[config.mk]
export PLATFORM = sky130hd
export DESIGN_NAME = irq_controller
export DESIGN_NICKNAME = d
export VERILOG_FILES = /design/src/rtl/irq_controller.sv
export SDC_FILE = /design/constraint.sdc
export NUM_CORES = 1
export LEC_CHECK = 0
export BUFFER_PORTS_ARGS = -buffer_cell sky130_fd_sc_hd__buf_4
export CORE_MARGIN = 3
export CORE_UTILIZATION = 54
export DETAILED_ROUTE_END_ITERATION = 16
export GPL_ROUTABILITY_DRIVEN = 0
export PLACE_DENSITY = 0.83
export SLEW_MARGIN = 5
export SYNTH_ARGS = -nofsm -noshare
export SYNTH_HDL_FRONTEND = slang
export SYNTH_SLANG_ARGS = --single-unit
[constraint.sdc]
create_clock -name clk -period 2.15 [get_ports clk]
set_input_delay 0.5375 -clock clk [delete_from_list [all_inputs] [get_ports clk]]
set_output_delay 0.5375 -clock clk [all_outputs]
set_load 0.02 [all_outputs]
[src/rtl/irq_controller.sv]
// rtl/irq_controller.sv - four-source interrupt front-end with IO-mapped STATUS/MASK/MODE/SWTRIG registers
// Optional macro IRQ_CTRL_SYNC_EN adds a 2-flop synchronizer on every irq_src bit.
module irq_controller #(
    parameter logic [15:0] BASE_ADDR = 16'h1020,
    parameter int          NUM_SRC   = 4
) (
    input  logic               clk,
    input  logic               reset,
    input  logic [NUM_SRC-1:0] irq_src,
    output logic               interrupt_0,
    output logic               interrupt_1,
    output logic               interrupt_2,
    output logic               interrupt_3,
    input  logic               interrupt_0_clr,
    input  logic               interrupt_1_clr,
    input  logic               interrupt_2_clr,
    input  logic               interrupt_3_clr,
    input  logic [15:0]        io_address,
    input  logic [7:0]         io_din,
    input  logic               io_write_en,
    input  logic               io_read_en,
    output logic [7:0]         io_dout,
    output logic               io_sel
);

    logic [NUM_SRC-1:0] src;
    logic [NUM_SRC-1:0] src_prev;
    logic [NUM_SRC-1:0] pending;
    logic [NUM_SRC-1:0] overflow;
    logic [NUM_SRC-1:0] mask;
    logic [NUM_SRC-1:0] mode;

`ifdef IRQ_CTRL_SYNC_EN
    logic [NUM_SRC-1:0] sync_q1;
    logic [NUM_SRC-1:0] sync_q2;

    always_ff @(posedge clk or negedge reset) begin
        if (!reset) begin
            sync_q1 <= '0;
            sync_q2 <= '0;
        end else begin
            sync_q1 <= irq_src;
            sync_q2 <= sync_q1;
        end
    end

    assign src = sync_q2;
`else
    assign src = irq_src;
`endif

    // Offset arithmetic wraps below BASE_ADDR, so one unsigned compare covers both window bounds.
    logic [15:0] offset;
    logic        hit;
    logic        wr_hit;
    logic        rd_hit;
    logic [1:0]  reg_idx;

    assign offset  = io_address - BASE_ADDR;
    assign hit     = (offset < 16'd4);
    assign reg_idx = offset[1:0];
    assign wr_hit  = io_write_en && hit;
    assign rd_hit  = io_read_en && hit;

    logic [NUM_SRC-1:0] ack;
    logic [NUM_SRC-1:0] rise;
    logic [NUM_SRC-1:0] hw_set;
    logic [NUM_SRC-1:0] sw_set;
    logic [NUM_SRC-1:0] pend_w1c;
    logic [NUM_SRC-1:0] ovf_w1c;
    logic [NUM_SRC-1:0] ovf_event;
    logic [NUM_SRC-1:0] pending_next;
    logic [NUM_SRC-1:0] overflow_next;
    logic [7:0]         rd_data;

    assign ack  = {interrupt_3_clr, interrupt_2_clr, interrupt_1_clr, interrupt_0_clr};
    assign rise = src & ~src_prev;

    always_comb begin
        pend_w1c = '0;
        ovf_w1c  = '0;
        sw_set   = '0;
        if (wr_hit && reg_idx == 2'd0) begin
            pend_w1c = io_din[3:0];
            ovf_w1c  = io_din[7:4];
        end
        if (wr_hit && reg_idx == 2'd3) begin
            sw_set = io_din[3:0];
        end
        // Level sources re-set every cycle they are high, so any clear is ignored until they drop.
        hw_set        = (mode & src) | (~mode & rise);
        ovf_event     = ~mode & rise & pending;
        pending_next  = hw_set | sw_set | (pending & ~(ack | pend_w1c));
        overflow_next = ovf_event | (overflow & ~ovf_w1c);
    end

    always_comb begin
        rd_data = 8'h00;
        case (reg_idx)
            2'd0:    rd_data = {overflow, pending};
            2'd1:    rd_data = {4'h0, mask};
            2'd2:    rd_data = {4'h0, mode};
            default: rd_data = 8'h00;
        endcase
    end

    always_ff @(posedge clk or negedge reset) begin
        if (!reset) begin
            src_prev <= '0;
            pending  <= '0;
            overflow <= '0;
            mask     <= '0;
            mode     <= '0;
            io_dout  <= 8'h00;
            io_sel   <= 1'b0;
        end else begin
            src_prev <= src;
            pending  <= pending_next;
            overflow <= overflow_next;
            if (wr_hit && reg_idx == 2'd1) begin
                mask <= io_din[3:0];
            end
            if (wr_hit && reg_idx == 2'd2) begin
                mode <= io_din[3:0];
            end
            io_sel <= rd_hit;
            if (rd_hit) begin
                io_dout <= rd_data;
            end
        end
    end

    assign interrupt_0 = pending[0] & mask[0];
    assign interrupt_1 = pending[1] & mask[1];
    assign interrupt_2 = pending[2] & mask[2];
    assign interrupt_3 = pending[3] & mask[3];

endmodule

# [Yosys cells after proc, flatten, opt, wreduce, memory -nomap -nowiden]
# Index checks and enable logic that the tools add are counted.
[totals] out_inout_bits=13 input_bits=36 elab_cells=42 register_bits=29
[op_classes] n_mux=4 n_reduce_logical=7 n_bitwise=19 magnitude_cmp=1 add_sub_neg=1 n_eq_ne=3
[ops] cell="$and 4x4->4" n=6
[ops] cell="$pmux 8 s3" n=1
[ops] cell="$or 4x4->4" n=5
[ops] cell="$lt 16x3->1 const B" n=1
[ops] cell="$not 4->4" n=4
[ops] cell="$sub 16x13->16 const B" n=1
[ops] cell="$mux 4" n=3
[ops] cell="$logic_and 1x1->1" n=6
[ops] cell="$and 1x1->1" n=4
[ops] cell="$eq 2x2->1 const B" n=2
[ops] cell="$eq 2x1->1 const B" n=1
[ops] cell="$logic_not 2->1" n=1

# [Logic depth before layout (Yosys ltp)]
# Gate-level depths: netlist of run 1.
[depth] word_depth=9 depth_mapped=8

# [Worst setup path before layout of run 1]
# OpenSTA, ideal clock, no wires.
[synth_path] kind="input-to-reg" startpoint="input io_address[11]" endpoint="register io_dout[0]" t_required_ps=2025 stages=5 slack_ps=-26 arrival_ps=2051 setup_ps=125 cell_sequence="or4_4 > a2111oi_4 > and3_1 > buf_6 > mux2_4"
[synth_via] elab_chain_cells=3
[synth_rtl] element="from (decl)" line="18" rtl="input logic [15:0] io_address,"
[synth_rtl] element="$sub 16x13->16" line="59" rtl="assign offset = io_address - BASE_ADDR;"
[synth_rtl] element="$lt 16x3->1" line="60" rtl="assign hit = (offset < 16'd4);"
[synth_rtl] element="$logic_and 1x1->1" line="63" rtl="assign rd_hit = io_read_en && hit;"
[synth_rtl] element="to (signal assigned)" line="128" rtl="io_dout <= rd_data;"
[synth_rtl] element="to (decl)" line="22" rtl="output logic [7:0] io_dout,"
# No other way between the ends.
# A chain may end at the register's enable or synchronous reset.

# [Final worst setup path of run 1]
[layout_path] startpoint="input io_address[5]" endpoint="register mask[1]"
[layout_via] elab_chain_cells=4
[layout_rtl] element="$sub 16x13->16" line="59"
[layout_rtl] element="$lt 16x3->1" line="60"
[layout_rtl] element="$logic_and 1x1->1" line="62" rtl="assign wr_hit = io_write_en && hit;"
[layout_rtl] element="$logic_and 1x1->1" line="120" rtl="if (wr_hit && reg_idx == 2'd1) begin"
[layout_rtl] element="to (signal assigned)" line="121" rtl="mask <= io_din[3:0];"
[layout_rtl] element="to (decl)" line="30" rtl="logic [NUM_SRC-1:0] mask;"
# No other way between the ends.

==> impl_metrics.py, run 1 <==
metrics = {
    "layout": {
        "final_std_cells_w_o_fill": 249,
        "nFillCells": 196,
        "final_area_um2": 2170,
        "layout-drive-gt1-share_pct": 38.1,
        "area_growth_pct": 35.9,
        "layout.core_utilization_pct": 78.1,
        "final_net_count": 254,
        "diodes": 0,
    },
    "routing": {
        "vias": 1433,
        "dr.pass1.iters": 4,
        "drt-wirelength-per-cell_um": 16.8,
        "dr.first_iter.drc_count": 89,
        "avgViaCountPerCell": 5.76,
        "routed_wl_mm": 4.17,
        "route.detailed.drc": 0,
        "ant_nets": 0,
    },
    "die": {
        "dieWidth_um": 60.4,
        "placementRows": 19,
        "core_area_um2": 2780,
        "die-height_um": 60.4,
        "die_area_um2": 3650,
        "initial_core_util_pct": 57.5,
        "design.portCount": 49,
    },
    "worst_hold_path": {
        "worst_hold_path_type": "primary input to async pin",
    },
    "clocking": {
        "clock_tree_from_tritoncts": "yes",
        "tritoncts.num_buffers": 5,
        "cts.clk_slew.worst_paths_ns": 0.10,
        "htreeDepth": 2,
        "clk_path_buf_depth": 2,
        "cts_resized": 0,
        "postCtsSetupBuffers": 0,
        "root_buffer": "clkbuf_4",
        "number_of_buffers_added_to_fix_hold_violations_after_cts": 0,
        "clock_insertion_delay_worst_skew_ns": 0.33,
        "numClockSinks": 29,
    },
    "synthesis": {
        "synth_edf_count": 0,
        "synth.area.top_cells": "dfrtp_1 (45%), mux2i_1 (5.6%), o21ai_0 (4.1%)",
        "yosys_register_bits": 29,
        "synth-seq-area-share_pct": 45.4,
        "syn-instance-count": 154,
        "post_synth_instance_area_um2": 1600,
        "synth_ff_type": "dfrtp_1",
        "synth_top_area_cell": "dfrtp_1",
        "synth_most_common_cell": "dfrtp_1",
        "mappedNetlistNets": 191,
        "area_share_of_the_leading_cell_type_in_the_synthesized_netlist_pct": 45.4,
        "synth.distinct_cells": 33,
        "ys_top_cells_by_count": "dfrtp_1 (29), inv_1 (14), o21ai_0 (13)",
        "yosys_warnings": 0,
        "async_flop_share_pct": 100,
        "post_synth.cell_area_avg_um2": 10.4,
    },
    "global_routing": {
        "first_global_vias": 1504,
        "wire_length_of_the_first_global_routing_pass_mm": 6.69,
        "groute.usage.overall_pct": 25.2,
        "grt_remaining_overflow": 0,
        "grt_max_degree": 30,
        "initial_antenna_violation_count": 0,
    },
    "timing": {
        "final_hold_violating_endpoints": 0,
        "grt_setup_unrepaired": "false",
        "setup_viol": 0,
        "finalClockSkew_ns": 0.0107,
        "achievable-frequency_ghz": 0.490,
        "finalCriticalPeriod_ns": 2.04,
        "slew_violations": 0,
        "worst-slew-pin-transition_ns": 0.509,
        "max_slew_margin_pct": 65.9,
        "post-route-period-util_pct": 95.0,
    },
    "power_and_ir_drop": {
        "leakage_uw": 0.00109,
        "power.density_nw_per_um2": 599,
        "ir_worst_vdd_v": 0.000786,
        "post-layout-total-power_uw": 1300,
    },
    "worst_setup_path": {
        "worstSetupPathType": "primary input to flip-flop",
        "cp-start-kind": "primary input",
        "worst_setup_path_end_kind": "flip-flop",
        "reg2reg_slack_ns": 1.11,
        "timing.critical_path.required_ns": 2.36,
        "r2r_cells": 3,
        "worst-path-max-fanout": 4,
        "arrival_ns": 2.26,
    },
    "status": {
        "outcome": "complete, no violations",
    },
    "placed_design": {
        "io_buffers": 48,
        "dpl.cell_count": 241,
        "placed_area_um2": 2070,
        "place.detailed.hpwl_mm": 3.16,
    },
    "flow_run": {
        "max_capacitance_violation_total": 0,
    },
}
[stage by stage]
step	setup WS (ns)	setup TNS (ns)	hold WS, ns
finish	0.109	0	0.105
CTS	0.0899	0	0.126
global route	0.0388	0	0.121
global placement	-0.157	-1.60	0.459
detailed placement	-0.240	-2.58	0.472
floorplan	0.0627	0	0.242
[layer usage]
metal | wire length (um) | vias up | track usage [%]
li1 | - | 673 | -
met1 | 1720 | 692 | 30.0
met2 | 2080 | 58 | 44.4
met3 | 284 | 10 | 4.68
met4 | 81 | 0 | 10.8
met5 | 0 | - | 0
[worst paths after layout]
check / from / to
max in group asynchronous: reset / overflow[1]
min: reset / io_dout[4]
min in group clk: irq_src[0] / src_prev[0]
max: io_address[5] / mask[1]
max reg2reg: mask[2] / io_dout[2]
min reg2reg: overflow[3] / overflow[3]
[cell families after synthesis]
| logic type | Yosys count | synth area share, % |
|---|---|---|
| muxes | 21 | 15.0 |
| adders and majority gates | 1 | 0.782 |
| and+or+nand+nor | 55 | 21.4 |
| DFF | 29 | 45.4 |
| xor gates and xnor gates | 1 | 0.548 |
| AOI/OAI and AO/OA | 28 | 11.9 |
| buffers and inverters | 19 | 4.93 |
[final cells by class]
type	count	area, um^2	share of cell area, %
tap	31	38.8	1.78
multi-input combinational	106	796	36.6
clock buffer	5	37.5	1.73
timing repair buffer	61	458	21.1
sequential	29	726	33.4
clock inverter	3	65.1	2.99
inverter	14	52.6	2.42
[sequential cells by signal, summed over array words and instances (netlist names)]
name and count:
mask 4, src_prev 4, overflow 4, io_dout 8
pending 4, mode 4, io_sel 1
[power by group]
group / internal [uW] / switching [uW] / leakage (uW)
sequential: 559 / 11.1 / 0.000343
clock: 360 / 200 / 0.0000552
combinational: 88.1 / 82.3 / 0.000696
[critical path, stage by stage]
cell and delay (ns):
buf_4 0.09, inv_1 0.04, ha_1 0.28, nor4b_1 0.23, nand2_1 0.11, nor3_1 0.27
and4_2 0.34, mux2_2 0.36
[placed cells by master, fill, tap and decap left out, drive strengths merged]
cell / netlist / final
buf: 1 / 61
dfrtp: 29 / 29
inv: 14 / 14
o21ai: 14 / 14
mux2: 12 / 12
nand2: 11 / 11
and3: 10 / 10
mux2i: 9 / 9
nor2b: 6 / 6
o211ai: 5 / 5
nand3: 5 / 5
clkbuf: 4 / 5
a21o: 4 / 4
a31oi: 4 / 4
and2: 4 / 4
nor2: 3 / 3
nor4b: 3 / 3
nor4bb: 3 / 3
nor3: 3 / 3
bufinv: 0 / 2
nor3b: 1 / 1
nand2b: 1 / 1
xor2: 1 / 1
or3: 1 / 1
and4b: 1 / 1
or4: 1 / 1
a2111oi: 1 / 1
and4: 1 / 1
nand4: 1 / 1
ha: 1 / 1
clkinv: 0 / 1
Note: power is estimated with default switching activity, not from simulation.
==> inputs of run 2 (changes only) <==
- ABC_AREA: not set -> 1
- PLACE_DENSITY: 0.83 -> 0.84
==> impl_metrics.py, run 2 <==
metrics = {
    "die": {
        "die_area_um2": 3610,
        "die-height_um": 60.1,
        "core_area_um2": 2640,
        "placementRows": 18,
        "dieWidth_um": 60.1,
        "design.portCount": 49,
        "initial_core_util_pct": 60.0,
    },
    "timing": {
        "achievable-frequency_ghz": 0.573,
        "timing.setup.tns_ns": 0,
        "grt_setup_unrepaired": "false",
        "post-route-period-util_pct": 81.1,
        "worst-slew-pin-transition_ns": 0.378,
        "max_slew_margin_pct": 74.8,
        "setup_viol": 0,
        "slew_violations": 0,
        "finalClockSkew_ns": 0.0105,
        "finalCriticalPeriod_ns": 1.74,
        "final_hold_violating_endpoints": 0,
    },
    "status": {
        "outcome": "complete, no violations",
    },
    "worst_setup_path": {
        "max_stage_delay_ns": 0.27,
        "timing.critical_path.cells": "buf_4, inv_1, ha_1, nand2_1, nor2_1, nand2_1, nor2_1, nand3_1, nor2_4, nand2_2, nand2_1, o21ai_2",
        "worst_setup_path_end_kind": "flip-flop",
        "cp-start-kind": "primary input",
        "reg2reg_slack_ns": 1.14,
        "worstSetupPathType": "primary input to flip-flop",
        "cp_delay_by_family_top": "simple AND/OR/NAND/NOR gates",
        "critical_path_s_most_frequent_cell": "nand2_1",
        "cp_num_buf_inv": 2,
        "crit_path_max_delay_cell_type": "ha_1",
        "worst-path-max-fanout": 17,
        "timing.critical_path.required_ns": 2.37,
        "arrival_ns": 1.97,
    },
    "synthesis": {
        "mappedNetlistNets": 247,
        "syn-instance-count": 210,
        "area_share_of_the_leading_cell_type_in_the_synthesized_netlist_pct": 45.9,
        "async_flop_share_pct": 100,
        "ys_top_cells_by_count": "nand2_1 (56), inv_1 (41), dfrtp_1 (29)",
        "synth-seq-area-share_pct": 45.9,
        "yosys_register_bits": 29,
        "synth_top_area_cell": "dfrtp_1",
        "synth.area.top_cells": "dfrtp_1 (46%), nand2_1 (13%), inv_1 (9.7%)",
        "post_synth_instance_area_um2": 1580,
        "post_synth.cell_area_avg_um2": 7.53,
        "synth.distinct_cells": 20,
        "synth_ff_type": "dfrtp_1",
        "yosys_warnings": 0,
        "synth_edf_count": 0,
        "synth_most_common_cell": "nand2_1",
    },
    "clocking": {
        "clock_tree_from_tritoncts": "yes",
        "root_buffer": "clkbuf_4",
        "htreeDepth": 2,
        "numClockSinks": 29,
        "cts_resized": 0,
        "cts.clk_slew.worst_paths_ns": 0.09,
        "postCtsSetupBuffers": 0,
        "clock_insertion_delay_worst_skew_ns": 0.33,
        "clk_path_buf_depth": 2,
        "tritoncts.num_buffers": 5,
        "number_of_buffers_added_to_fix_hold_violations_after_cts": 0,
    },
    "power_and_ir_drop": {
        "power.density_nw_per_um2": 576,
        "ir_worst_vdd_v": 0.000656,
        "post-layout-total-power_uw": 1190,
        "leakage_uw": 0.00111,
    },
    "layout": {
        "layout-drive-gt1-share_pct": 27.2,
        "final_area_um2": 2060,
        "final_std_cells_w_o_fill": 295,
        "largest_reg_flops": 8,
        "layout.core_utilization_pct": 78.1,
        "mostFrequentLayoutCells": "nand2_1 (56), buf_4 (51), inv_1 (41)",
        "diodes": 0,
        "area_growth_pct": 30.2,
        "nFillCells": 217,
        "final_net_count": 301,
        "max_flop_register": "io_dout",
        "mostFrequentLayoutCell": "nand2_1",
    },
    "routing": {
        "dr.first_iter.drc_count": 92,
        "dr.pass1.iters": 4,
        "routed_wl_mm": 3.63,
        "ant_nets": 0,
        "avgViaCountPerCell": 5.09,
        "drt-wirelength-per-cell_um": 12.3,
        "vias": 1501,
        "route.detailed.drc": 0,
    },
    "global_routing": {
        "initial_antenna_violation_count": 0,
        "grt_remaining_overflow": 0,
        "grt_max_degree": 30,
        "groute.usage.overall_pct": 23.5,
        "first_global_vias": 1402,
        "wire_length_of_the_first_global_routing_pass_mm": 6.19,
    },
    "worst_hold_path": {
        "worst_hold_path_type": "primary input to async pin",
    },
    "placed_design": {
        "placed_area_um2": 1970,
        "io_buffers": 48,
        "place.detailed.hpwl_mm": 2.71,
        "dpl.cell_count": 287,
    },
    "flow_run": {
        "max_capacitance_violation_total": 0,
    },
}
[run 2: cell count changes after synthesis, sizes merged, moves of 6 or more]
cell   before  now
mux2       12    0
and3       10    0
nor2b       6    0
inv        14   41
o21ai      14   25
mux2i       9    0
nor2        3   20
nand2      11   58
nand4       1   13
[run 2: layer usage]
metal,track usage [%],vias to the layer above,part of all wire (%)
li1,-,771,-
met1,30.2,666,45
met2,36.7,60,47
met3,5.40,4,8.0
met4,12.0,0,0.61
met5,0,-,0
[run 2: worst paths after layout]
check / endpoint / cells after the start / from
max: io_dout[7] / 12 / io_address[5]
min: src_prev[0] / 1 / reset
max reg2reg: io_dout[1] / 4 / mode[1]
min reg2reg: io_dout[4] / 2 / io_dout[4]
max in group asynchronous: mask[3] / 1 / reset
min in group clk: src_prev[2] / 1 / irq_src[2]
[run 2: final cells by class]
| type | count | area (um^2) | area share, % |
|---|---|---|---|
| clock inverter | 1 | 30.0 | 1.46 |
| tap | 30 | 37.5 | 1.82 |
| multi-input combinational | 136 | 673 | 32.7 |
| timing repair buffer | 51 | 383 | 18.6 |
| sequential | 29 | 726 | 35.3 |
| clock buffer | 7 | 55.1 | 2.67 |
| inverter | 41 | 154 | 7.48 |
[run 2: cells by family (layout without fill, tap and decap cells)]
kind of cell | Yosys count | in the layout | share of synthesized area (%)
compound gates | 34 | 34 | 13.1
fa+ha+maj | 1 | 1 | 0.792
simple gates | 101 | 101 | 28.7
buf+inv | 45 | 100 | 11.5
flops | 29 | 29 | 45.9
[run 2: per-stage QoR]
step	setup WS, ns	hold slack, ns
2_1_floorplan	0.319	0.242
3_3_place_gp	0.121	0.468
3_5_place_dp	0.0439	0.471
4_1_cts	0.407	0.113
5_1_grt	0.263	0.108
6_report	0.406	0.113
[run 2: power breakdown]
part | internal [uW] | switching, uW | leakage (uW)
Clock | 278 | 190 | 0.0000455
Sequential | 554 | 5.44 | 0.000341
Combinational | 72.0 | 87.2 | 0.000726
==> inputs of run 3 (changes only) <==
- CORE_UTILIZATION: 54 -> 50
- PLACE_DENSITY: 0.84 -> 0.78
- clock period: 2.15 -> 1.7 ns (I/O delays scaled with it)
==> impl_metrics.py, run 3 (synthesis results as in run 2) <==
metrics = {
    "timing": {
        "finalClockSkew_ns": 0.0108,
        "setup_viol": 0,
        "achievable-frequency_ghz": 0.650,
        "slew_violations": 0,
        "grt_setup_unrepaired": "false",
        "final_hold_violating_endpoints": 0,
        "finalCriticalPeriod_ns": 1.54,
        "worst-slew-pin-transition_ns": 0.365,
        "hold_worst_slack_ns": 0.205,
        "max_slew_margin_pct": 75.7,
        "post-route-period-util_pct": 90.5,
    },
    "worst_hold_path": {
        "holdPathEnd": "src_prev[0]",
        "hp-start": "irq_src[0]",
        "worst_hold_path_type": "primary input to flip-flop",
        "worst_hold_path.num_cells": 1,
    },
    "power_and_ir_drop": {
        "comb_power_share_pct": 15.4,
        "leakage_uw": 0.00117,
        "power.internal_uw": 1040,
        "power.density_nw_per_um2": 646,
        "fraction_of_power_consumed_by_the_clock_network_pct": 34.7,
        "power.sequential.fraction_pct": 50.0,
        "ir_worst_vdd_v": 0.000434,
        "swShare_pct": 26.5,
        "p_sw_uw": 375,
    },
    "layout": {
        "mostFrequentLayoutCell": "nand2_1",
        "largest_reg_flops": 8,
        "diodes": 0,
        "max_flop_register": "io_dout",
        "final_net_count": 307,
        "area_growth_pct": 38.7,
        "mostFrequentLayoutCells": "nand2_1 (55), buf_4 (52), inv_1 (39)",
        "final_area_um2": 2190,
        "nFillCells": 238,
        "layout-drive-gt1-share_pct": 30.3,
        "final_std_cells_w_o_fill": 313,
        "layout.core_utilization_pct": 76.2,
    },
    "clocking": {
        "htreeDepth": 2,
        "numClockSinks": 29,
        "clk_path_buf_depth": 2,
        "clock_insertion_delay_worst_skew_ns": 0.33,
        "cts.clk_slew.worst_paths_ns": 0.10,
        "clock_tree_from_tritoncts": "yes",
        "root_buffer": "clkbuf_4",
        "tritoncts.num_buffers": 5,
    },
    "worst_setup_path": {
        "timing.critical_path.cells": "buf_6, inv_12, ha_4, nand2_1, nor2_1, nand2_1, nor2_1, nand3_1, nor2_4, buf_12, nand2_4, nor2_4, nand2_1, o21ai_1",
        "worst-path-max-fanout": 8,
        "timing.critical_path.required_ns": 1.96,
        "arrival_ns": 1.80,
        "critical_path.reg2reg.endpoint": "io_dout[3]",
        "cp_num_buf_inv": 3,
        "max_stage_delay_ns": 0.24,
        "cp_delay_by_family_top": "simple AND/OR/NAND/NOR gates",
        "critical_path_s_most_frequent_cell": "nand2_1",
        "cp-start-kind": "primary input",
        "reg2reg_slack_ns": 0.71,
        "worst_setup_path_end_kind": "flip-flop",
        "crit_path_max_delay_cell_type": "ha_4",
        "r2r-start": "mask[3]",
        "worstSetupPathType": "primary input to flip-flop",
        "r2r_cells": 4,
    },
    "global_routing": {
        "groute.usage.overall_pct": 19.6,
        "grt_remaining_overflow": 0,
        "first_global_vias": 1385,
        "wire_length_of_the_first_global_routing_pass_mm": 6.03,
        "initial_antenna_violation_count": 0,
        "grt_max_degree": 30,
    },
    "die": {
        "placementRows": 19,
        "initial_core_util_pct": 54.9,
        "design.portCount": 49,
        "die_area_um2": 3870,
        "die-height_um": 62.2,
        "dieWidth_um": 62.2,
        "core_area_um2": 2880,
    },
    "routing": {
        "vias": 1537,
        "avgViaCountPerCell": 4.91,
        "dr.pass1.iters": 4,
        "route.detailed.drc": 0,
        "dr.first_iter.drc_count": 67,
        "ant_nets": 0,
        "drt-wirelength-per-cell_um": 11.6,
        "routed_wl_mm": 3.64,
    },
    "placed_design": {
        "dpl.cell_count": 302,
        "io_buffers": 48,
        "place.detailed.hpwl_mm": 2.74,
        "placed_area_um2": 2080,
    },
    "status": {
        "outcome": "complete, no violations",
    },
    "flow_run": {
        "max_capacitance_violation_total": 0,
    },
}
==> run 3: cell count changes in the layout (fill, tap and decap cells not counted), sizes merged <==
cell and delta:
bufinv -1, dlygate4sd3 +1, clkbuf +1, clkinv +1, buf +4
==> run 3: per-stage QoR <==
step	setup WS, ns	power (uW)	setup TNS (ns)
after floorplan	-0.00969	808	-0.0383
after global placement	-0.278	933	-5.23
after CTS	0.0622	1430	0
after detailed placement	-0.290	937	-5.43
after global routing	0.0253	1480	0
final	0.161	1420	0
==> run 3: timing repair <==
item | CTS | global route
setup endpoints to repair | 0 | 11
resized for setup | 0 | 2
endpoints found under the hold margin | 3 | 0
setup buffers | 0 | 1
hold buffers | 1 | 0
==> run 3: power by group through the flow <==
| stage | Sequential (uW) | Clock [uW] | Combinational (uW) |
|---|---|---|---|
| global route | 710 | 529 | 243 |
| CTS | 708 | 502 | 218 |
| finish | 708 | 491 | 218 |
| detailed placement | 722 | 0 | 215 |
| floorplan | 720 | 0 | 88.2 |
| global placement | 721 | 0 | 213 |
==> run 3: worst max-delay path by stage <==
stage                             start  slack, ns  cells after the start    endpoint
after floorplan           io_address[5]      -0.01                     12  io_dout[6]
after global placement    io_address[5]      -0.28                     13     mode[3]
after detailed placement  io_address[5]      -0.29                     13     mode[1]
after CTS                 io_address[5]       0.06                     13     mode[3]
after global routing      io_address[5]       0.03                     14     mode[3]
final                     io_address[5]       0.16                     14     mode[3]
==> run 3: metal layers <==
metal  up-vias  global-route usage (%)  part of all wire [%]
li1        785                       -                     -
met1       690                    24.9                    45
met2        57                    31.9                    48
met3         5                    4.86                   6.7
met4         0                    8.29                   1.1
met5         -                       0                     0
==> run 3: cell type report <==
| cell class | instances | area [um^2] | share of cell area [%] |
|---|---|---|---|
| clock inverters | 1 | 5.00 | 0.228 |
| clock buffers | 7 | 65.1 | 2.97 |
| flip-flops and latches | 29 | 726 | 33.1 |
| multi-input cells | 136 | 698 | 31.8 |
| well taps | 42 | 52.6 | 2.40 |
| repair buffers | 57 | 477 | 21.7 |
| inverters | 41 | 169 | 7.71 |
